### src/rtl/phy_len_tracker.sv
// Follows decode progress of one packet against the PHY length.
// Flags the last symbol, the final data bit and length faults.
module phy_len_tracker #(
  parameter int MAX_NDBPS = 260
) (
  input  logic        clock,
  input  logic        reset,
  input  logic        enable,
  input  logic        pkt_abort,
  input  logic        phy_len_valid,
  input  logic [14:0] n_ofdm_sym,
  input  logic [19:0] n_bit_in_last_sym,
  input  logic        sym_done,
  input  logic        bit_valid,
  output logic [14:0] sym_cnt,
  output logic        last_sym,
  output logic [8:0]  bits_left,
  output logic        decode_done,
  output logic        len_error,
  output logic        sym_overrun,
  output logic        busy
);

  typedef enum logic [1:0] {
    IDLE  = 2'd0,
    TRACK = 2'd1,
    LAST  = 2'd2,
    DONE  = 2'd3
  } state_t;

  state_t      state;
  logic [14:0] n_sym;
  logic [8:0]  n_bits;

  logic        len_bad;
  logic        sym_hit;
  logic        sym_sat;
  logic [14:0] sym_nxt;
  logic [14:0] n_sym_m1;

  assign len_bad  = (n_ofdm_sym == 15'd0)
                 || (n_bit_in_last_sym == 20'd0)
                 || (n_bit_in_last_sym > 20'(MAX_NDBPS));
  assign sym_hit  = (sym_cnt == n_sym);
  assign sym_sat  = (sym_cnt == 15'h7fff);
  assign sym_nxt  = sym_cnt + 15'd1;
  assign n_sym_m1 = n_sym - 15'd1;

  always_ff @(posedge clock or negedge reset) begin
    if (!reset) begin
      state       <= IDLE;
      n_sym       <= '0;
      n_bits      <= '0;
      sym_cnt     <= '0;
      last_sym    <= 1'b0;
      bits_left   <= '0;
      decode_done <= 1'b0;
      len_error   <= 1'b0;
      sym_overrun <= 1'b0;
      busy        <= 1'b0;
    end else if (pkt_abort) begin
      state       <= IDLE;
      sym_cnt     <= '0;
      last_sym    <= 1'b0;
      bits_left   <= '0;
      decode_done <= 1'b0;
      busy        <= 1'b0;
    end else if (!enable) begin
      decode_done <= 1'b0;
    end else begin
      decode_done <= 1'b0;
      unique case (state)
        IDLE: begin
          if (phy_len_valid) begin
            n_sym   <= n_ofdm_sym;
            n_bits  <= n_bit_in_last_sym[8:0];
            sym_cnt <= '0;
            if (len_bad) begin
              len_error <= 1'b1;
              state     <= DONE;
            end else begin
              len_error   <= 1'b0;
              sym_overrun <= 1'b0;
              busy        <= 1'b1;
              if (n_ofdm_sym == 15'd1) begin
                state     <= LAST;
                last_sym  <= 1'b1;
                bits_left <= n_bit_in_last_sym[8:0];
              end else begin
                state <= TRACK;
              end
            end
          end
        end
        TRACK: begin
          // A bit arriving with the symbol that enters LAST is dropped.
          if (sym_done) begin
            if (sym_hit) begin
              sym_overrun <= 1'b1;
            end else begin
              sym_cnt <= sym_nxt;
              if (sym_nxt == n_sym_m1) begin
                state     <= LAST;
                last_sym  <= 1'b1;
                bits_left <= n_bits;
              end
            end
          end
        end
        LAST: begin
          if (sym_done) begin
            if (sym_hit)       sym_overrun <= 1'b1;
            else if (!sym_sat) sym_cnt     <= sym_nxt;
          end
          if (bit_valid && bits_left != 9'd0) begin
            bits_left <= bits_left - 9'd1;
            if (bits_left == 9'd1) begin
              decode_done <= 1'b1;
              last_sym    <= 1'b0;
              busy        <= 1'b0;
              state       <= DONE;
            end
          end
        end
        DONE: begin
          if (sym_done) begin
            if (sym_hit)       sym_overrun <= 1'b1;
            else if (!sym_sat) sym_cnt     <= sym_nxt;
          end
          if (!phy_len_valid) state <= IDLE;
        end
        default: state <= IDLE;
      endcase
    end
  end

endmodule

### config.mk
export PLATFORM = sky130hd
export DESIGN_NAME = phy_len_tracker
export DESIGN_NICKNAME = d
export VERILOG_FILES = /design/src/rtl/phy_len_tracker.sv
export SDC_FILE = /design/constraint.sdc
export NUM_CORES = 1
export LEC_CHECK = 0
export BUFFER_PORTS_ARGS = -buffer_cell sky130_fd_sc_hd__buf_4
export CAP_MARGIN = 10
export CORE_MARGIN = 3
export CORE_UTILIZATION = 30
export CTS_CLUSTER_SIZE = 40
export DETAILED_ROUTE_END_ITERATION = 12
export GPL_TIMING_DRIVEN = 0
export PLACE_DENSITY = 0.51
export SLEW_MARGIN = 0
export SYNTH_ARGS = -nofsm -noshare
export SYNTH_HDL_FRONTEND = slang
export SYNTH_SLANG_ARGS = --single-unit
### constraint.sdc
create_clock -name clock -period 4 [get_ports clock]
set_input_delay 0.6 -clock clock [delete_from_list [all_inputs] [get_ports clock]]
set_output_delay 0.6 -clock clock [all_outputs]
set_load 0.1 [all_outputs]
=== After elaboration in Yosys (flattened, before gate mapping) ===
Index checks and enable logic that the tools add are counted.

* Flip-flop bits (word level): 55
* Bits in latches: 0
* RAM bits: 0
* Bits in read-only memories: 0
* Input bits: 42
* Logic and storage cells: 116
* Memories: 0

* Add/subtract/negate cells: 3
* Multiply operators: 0
* Divide/modulo/power cells: 0
* Magnitude comparators: 1
* Eq/ne operators: 24
* Shift-type cells: 0
* Mux-type cells: 58
* Bitwise operators: 1
* Reduce and logical (&&, ||, !) cells: 19

{| class="wikitable"
|+ Operator list
! cell !! number
|-
| $mux 15 || 8
|-
| $mux 9 || 9
|-
| $pmux 15 s3 || 1
|-
| $ne 3x3->1 const B || 11
|-
| $eq 15x15->1 || 2
|-
| $pmux 9 s3 || 1
|-
| $mux 1 || 24
|-
| $mux 2 || 11
|-
| $gt 20x9->1 const B || 1
|-
| $logic_not 20->1 || 1
|-
| $add 15x1->15 const B || 1
|-
| $eq 15x1->1 const B || 1
|-
| $eq 15x15->1 const B || 1
|-
| $logic_not 15->1 || 1
|-
| $sub 15x1->15 const B || 1
|-
| $reduce_and 6->1 || 2
|-
| $reduce_and 10->1 || 1
|-
| $eq 9x1->1 const B || 1
|-
| $reduce_and 9->1 || 1
|-
| $reduce_bool 9->1 || 1
|-
| $sub 9x1->9 const B || 1
|-
| $pmux 2 s4 || 1
|-
| $reduce_and 8->1 || 1
|-
| $reduce_and 7->1 || 1
|-
| other kinds (17) || 22
|}

=== Logic depth before layout (Yosys ltp) ===
* Depth after elaboration: 8
* Gate-level depth with buffers: 12
* Gate-level depth less buffers: 10

=== Worst setup path after synthesis ===
OpenSTA, ideal clock, no wires.

* Path type: reg-to-reg
* Start: reg sym_cnt[0]
* End: reg bits_left[4]
* Setup time: 0.126 ns
* Arrival: 3.256 ns
* Slack: 0.618 ns
* Cell stages (with the launch flop): 11
* Buffers on the path: 1
* Cells stage by stage: dfrtp_1 > ha_1 > nand4_1 > o31a_1 > o211ai_1 > o2111ai_1 > nor4_2 > a31oi_1 > or2_1 > buf_6 > mux2_4

* Word-level cells in the longest chain between the ends: 4
* Elaborated cells on any way between the ends: 6

{| class="wikitable"
|+ RTL lines
! item !! RTL line !! text
|-
| start: declaration || 15 || <nowiki>output logic [14:0] sym_cnt,</nowiki>
|-
| start signal: assignment || 101 || <nowiki>sym_cnt <= sym_nxt;</nowiki>
|-
| start signal: assignment || 113 || <nowiki>else if (!sym_sat) sym_cnt <= sym_nxt;</nowiki>
|-
| start signal: assignment || 128 || <nowiki>else if (!sym_sat) sym_cnt <= sym_nxt;</nowiki>
|-
| $add 15x1->15 || 46 || <nowiki>assign sym_nxt = sym_cnt + 15'd1;</nowiki>
|-
| $eq 15x15->1 || 102 || <nowiki>if (sym_nxt == n_sym_m1) begin</nowiki>
|-
| $ne 3x3->1 (no line) || n/a ||
|-
| $reduce_and 9->1 (no line) * || n/a ||
|-
| end signal: assignment || 88 || <nowiki>bits_left <= n_bit_in_last_sym[8:0];</nowiki>
|-
| end signal: assignment || 105 || <nowiki>bits_left <= n_bits;</nowiki>
|-
| end signal: assignment || 116 || <nowiki>bits_left <= bits_left - 9'd1;</nowiki>
|-
| end: declaration || 17 || <nowiki>output logic [8:0] bits_left,</nowiki>
|}

Mark *: on every way between the ends. The rest lies on a longest branch, timed or not.
A chain may end at the register's enable or synchronous reset.

=== Worst setup path in the final report ===
* Start: reg n_sym[0]
* End: reg bits_left[4]

* Word-level cells in the longest chain between the ends: 4
* Elaborated cells on any way between the ends: 6

{| class="wikitable"
|+ RTL lines
! item !! RTL line !! text
|-
| start: declaration || 32 || <nowiki>logic [14:0] n_sym;</nowiki>
|-
| start signal: assignment || 75 || <nowiki>n_sym <= n_ofdm_sym;</nowiki>
|-
| $sub 15x1->15 || 47 || <nowiki>assign n_sym_m1 = n_sym - 15'd1;</nowiki>
|-
| $eq 15x15->1 || 102 ||
|-
| $ne 3x3->1 (no line) || n/a ||
|-
| $reduce_and 9->1 (no line) * || n/a ||
|}

Marked as above.

==> impl_summary.log <==
[metrics] Sum Neg Setup Slack: 0 ns
[metrics] number of buffers created by CTS: 5
[metrics] placed standard-cell area: around 0.0044 mm²
[metrics] placement-stage worst setup slack: 0.725 ns
[metrics] routed via count: 3281
[metrics] number of top-level design ports: 71
[metrics] TritonCTS clock tree: done
[metrics] Synth Instances: roughly 380
[metrics] clock-pin slew on the worst setup and hold paths: 0.07 ns
[metrics] total of flip-flops plus latches after synthesis: 55
[metrics] Data required, critical path: 4.19 ns
[metrics] met2 Use GR: 0.244
[metrics] arrival time of data at the critical path endpoint: around 3.5 ns
[metrics] worst clock skew: 0.00734 ns
[metrics] HP Class: in -> async
[metrics] routability cong.: 0.892
[metrics] Worst Tran Pin Value: 0.745 ns
[metrics] worst path cell trace: inv_1, ha_1, nor4b_2, nand2_1, xor3_1, nand3_1, nor4_2, a31oi_1, or2_1, buf_6, mux2_4
[metrics] max-slew violations: 0
[metrics] DRC violations left: 0
[metrics] grt total ovfl: 0
[metrics] share of synthesized flip-flops with an asynchronous set or reset: 1.00
[metrics] run status: completed
[metrics] antenna violations before repair: 0
[metrics] drt total wl: 10400 µm
[metrics] violation count after the first detailed-routing iteration: 239
[metrics] maximum number of pins on one net before global-route repair: 56
[metrics] hold buffer count at cts: 0
[metrics] area growth from synthesis to layout: 23.6%
[metrics] share of layout cells above drive strength 1: 0.260
[metrics] worst voltage drop across the vdd grid: 483 µV
[metrics] Netlist Area Pre-Place: ~0.0037 mm²
[metrics] cell total after placement: 596
[metrics] insertion delay of the later-clocked pin in the worst-skew pair: 0.30 ns
[metrics] leak pwr: 1.99 nW
[metrics] buffers added on ports: 69
[metrics] max cap viols: 0
[metrics] Final Cell Area: 0.00455 mm²
[metrics] count of antenna diodes in the layout: 0
[metrics] Clock Root Buffer: sky130_fd_sc_hd__clkbuf_16
[metrics] area of the die: 0.0136 mm²
[metrics] most heavily used metal layer in global routing: met2
[metrics] wire per inst: ~17 µm
[metrics] Antenna Violating Nets Remaining: 0
[metrics] cell with the most instances after synthesis: sky130_fd_sc_hd__dfrtp_1
[metrics] # fillers: 1199
[metrics] number of placement rows: 39
[metrics] sequential cell area fraction in the yosys report: 0.374
[metrics] clock share of power: 0.158
[metrics] post-route total power: approximately 3.3 mW
[metrics] setup-violating endpoint count in the final report: 0
[metrics] ys flop type: sky130_fd_sc_hd__dfrtp_1
[metrics] initial core utilization: 0.315
[metrics] Setup Buffers After CTS: 0
[metrics] net count after synthesis: between 400 and 500
[metrics] worst slew margin relative to its limit: 0.504
[metrics] final number of hold-violating endpoints: 0
[metrics] P_int: 1.76 mW
[metrics] type of origin of the critical path: register
[metrics] detail-routed via count per cell: 5.43
[metrics] sequential share of power: 0.294
[metrics] post-route setup slack: 0.732 ns
[metrics] Cell Count, Final, Fillers Out: 604
[metrics] PD cells: 722 mW/mm²
[metrics] Largest stage delay, worst path: 0.55 ns
[metrics] Hold WS: roughly 0.33 ns
[metrics] die boundary width: 117 µm
[metrics] critical path class: reg -> reg
[metrics] fraction of post-synthesis cell area in the top cell type by area: 0.374
[metrics] met1 capacity usage during global routing: 0.219
[metrics] ratio of final minimum period to clock period: 0.817
[metrics] endpoint kind of the worst setup timing path: register
[metrics] Yosys warnings: 0
[metrics] number of enable-type register cells in the synthesized netlist: 0
[metrics] net switching component of the power: 1.53 mW
[metrics] cell type contributing the most total cell area after synthesis: sky130_fd_sc_hd__dfrtp_1
[metrics] cell types with the largest area share after synthesis: sky130_fd_sc_hd__dfrtp_1 37%, sky130_fd_sc_hd__mux2_2 7.0%, sky130_fd_sc_hd__xnor2_1 4.8%
[metrics] via count of the first global-routing pass: ~3300
[metrics] Gate power share: 0.548
[metrics] final period demand of the worst path: 3.27 ns
[metrics] proportion of total power due to net switching: 0.464
[metrics] synthesized area per cell: between 9 and 10 µm²
[metrics] global-route wire length before repair: 16700 µm
[metrics] R2R setup slack: 0.73 ns
[metrics] number of nets in the finished design: 510
[metrics] clock sinks: 55
[metrics] core utilization of the finished layout: 0.389
[metrics] Critical Path Start: n_sym[0]
[metrics] commonest cells in the netlist: 55 x sky130_fd_sc_hd__dfrtp_1, 31 x sky130_fd_sc_hd__nor2_1, 24 x sky130_fd_sc_hd__o21ai_0
[metrics] number of H-tree levels: 2
[metrics] count of distinct cell types in the synthesized netlist: 55
[metrics] height of the die: 117 µm
[metrics] fmax: 0.306 GHz
[metrics] buffer levels on the longest clock path: 2
[metrics] met3 Resource Use GR: 0.0324
[metrics] CTS resizes: 0
[metrics] cell type of the slowest stage on the worst timing path: sky130_fd_sc_hd__nor4b_2
[metrics] Crit Reg-Reg Startpoint: n_sym[0]
[metrics] setup repair after global routing missed its margin: false
[metrics] global routing usage summed across all routing layers: 0.158
[metrics] final HPWL from detailed placement: 8090 µm
[metrics] core outline area: 0.0117 mm²
[metrics] crit path max fanout: 9
[metrics] DR pass1 iterations: 4
-- area by class of cell --
| cell class | instances | area, µm² | share of cell area |
|---|---|---|---|
| clock inverters | 2 | 35.0 | 0.00769 |
| flip-flops and latches | 55 | 1380 | 0.302 |
| multi-input cells | 296 | 2160 | 0.475 |
| inverters | 15 | 56.3 | 0.0124 |
| well taps | 143 | 179 | 0.0393 |
| plain buffers | 18 | 86.3 | 0.0190 |
| repair buffers | 69 | 518 | 0.114 |
| clock buffers | 6 | 139 | 0.0305 |
-- worst max-delay path: cells and delay by family (launching register included) --
family / cells / cell delay [ns]
and+or+nand+nor: 5 / 1.40
DFF: 1 / 0.46
xor gates and xnor gates: 1 / 0.34
muxes: 1 / 0.30
buffers and inverters: 2 / 0.25
AOI/OAI and AO/OA: 1 / 0.21
adders and majority gates: 1 / 0.19
-- routing by layer --
layer	part of all wire	vias up
li1	-	1576
met1	0.48	1593
met2	0.45	99
met3	0.054	13
met4	0.017	0
met5	0	-
-- power by group through the flow --
stage | clock, mW | combinational (mW) | sequential [mW]
3_5_place_dp | 0 | 1.80 | 0.976
6_report | 0.519 | 1.80 | 0.967
2_1_floorplan | 0 | 1.05 | 1.30
3_3_place_gp | 0 | 1.78 | 0.970
4_1_cts | 0.537 | 1.81 | 0.966
5_1_grt | 0.555 | 1.96 | 0.996
-- sequential cells by signal, indices dropped and copies added, names as in the netlist --
register     count
busy             1
decode_done      1
len_error        1
bits_left        9
sym_overrun      1
last_sym         1
sym_cnt         15
n_bits           9
state            2
n_sym           15
-- cells by family (layout without fill, tap and decap cells) --
family	Yosys count	in the layout	share of synthesized area
AND/OR/NAND/NOR	134	134	0.196
AO/OA/AOI/OAI	81	81	0.147
flip-flops	55	55	0.374
XOR/XNOR	39	39	0.108
multiplexers	34	34	0.110
buffers and inverters	33	110	0.0387
adder cells (fa/ha/maj)	8	8	0.0272
-- final timing paths --
check	depth (start not counted)	endpoint
worst max-delay path	11	bits_left[4]
worst min-delay path	1	n_sym[1]
worst max register to register	11	bits_left[4]
worst min register to register	1	n_bits[1]
max in group asynchronous	1	n_sym[10]
min in group clock	1	n_bits[1]
-- layout by cell type, fill, tap and decap left out, types with 7 or more instances in the layout --
master	Yosys	routed
sky130_fd_sc_hd__a211oi_1	8	8
sky130_fd_sc_hd__a21oi_1	10	10
sky130_fd_sc_hd__buf_4	0	69
sky130_fd_sc_hd__clkbuf_1	13	13
sky130_fd_sc_hd__dfrtp_1	55	55
sky130_fd_sc_hd__ha_1	8	8
sky130_fd_sc_hd__inv_1	15	15
sky130_fd_sc_hd__mux2_2	23	23
sky130_fd_sc_hd__mux2_4	7	7
sky130_fd_sc_hd__nand2_1	23	23
sky130_fd_sc_hd__nand3_1	14	14
sky130_fd_sc_hd__nand4_1	9	9
sky130_fd_sc_hd__nor2_1	31	31
sky130_fd_sc_hd__nor3_1	9	9
sky130_fd_sc_hd__nor4_1	14	14
sky130_fd_sc_hd__o21ai_0	24	24
sky130_fd_sc_hd__o31ai_1	11	11
sky130_fd_sc_hd__xnor2_1	20	20
sky130_fd_sc_hd__xor2_1	15	15
No activity file was read; power rests on OpenSTA's default activity.
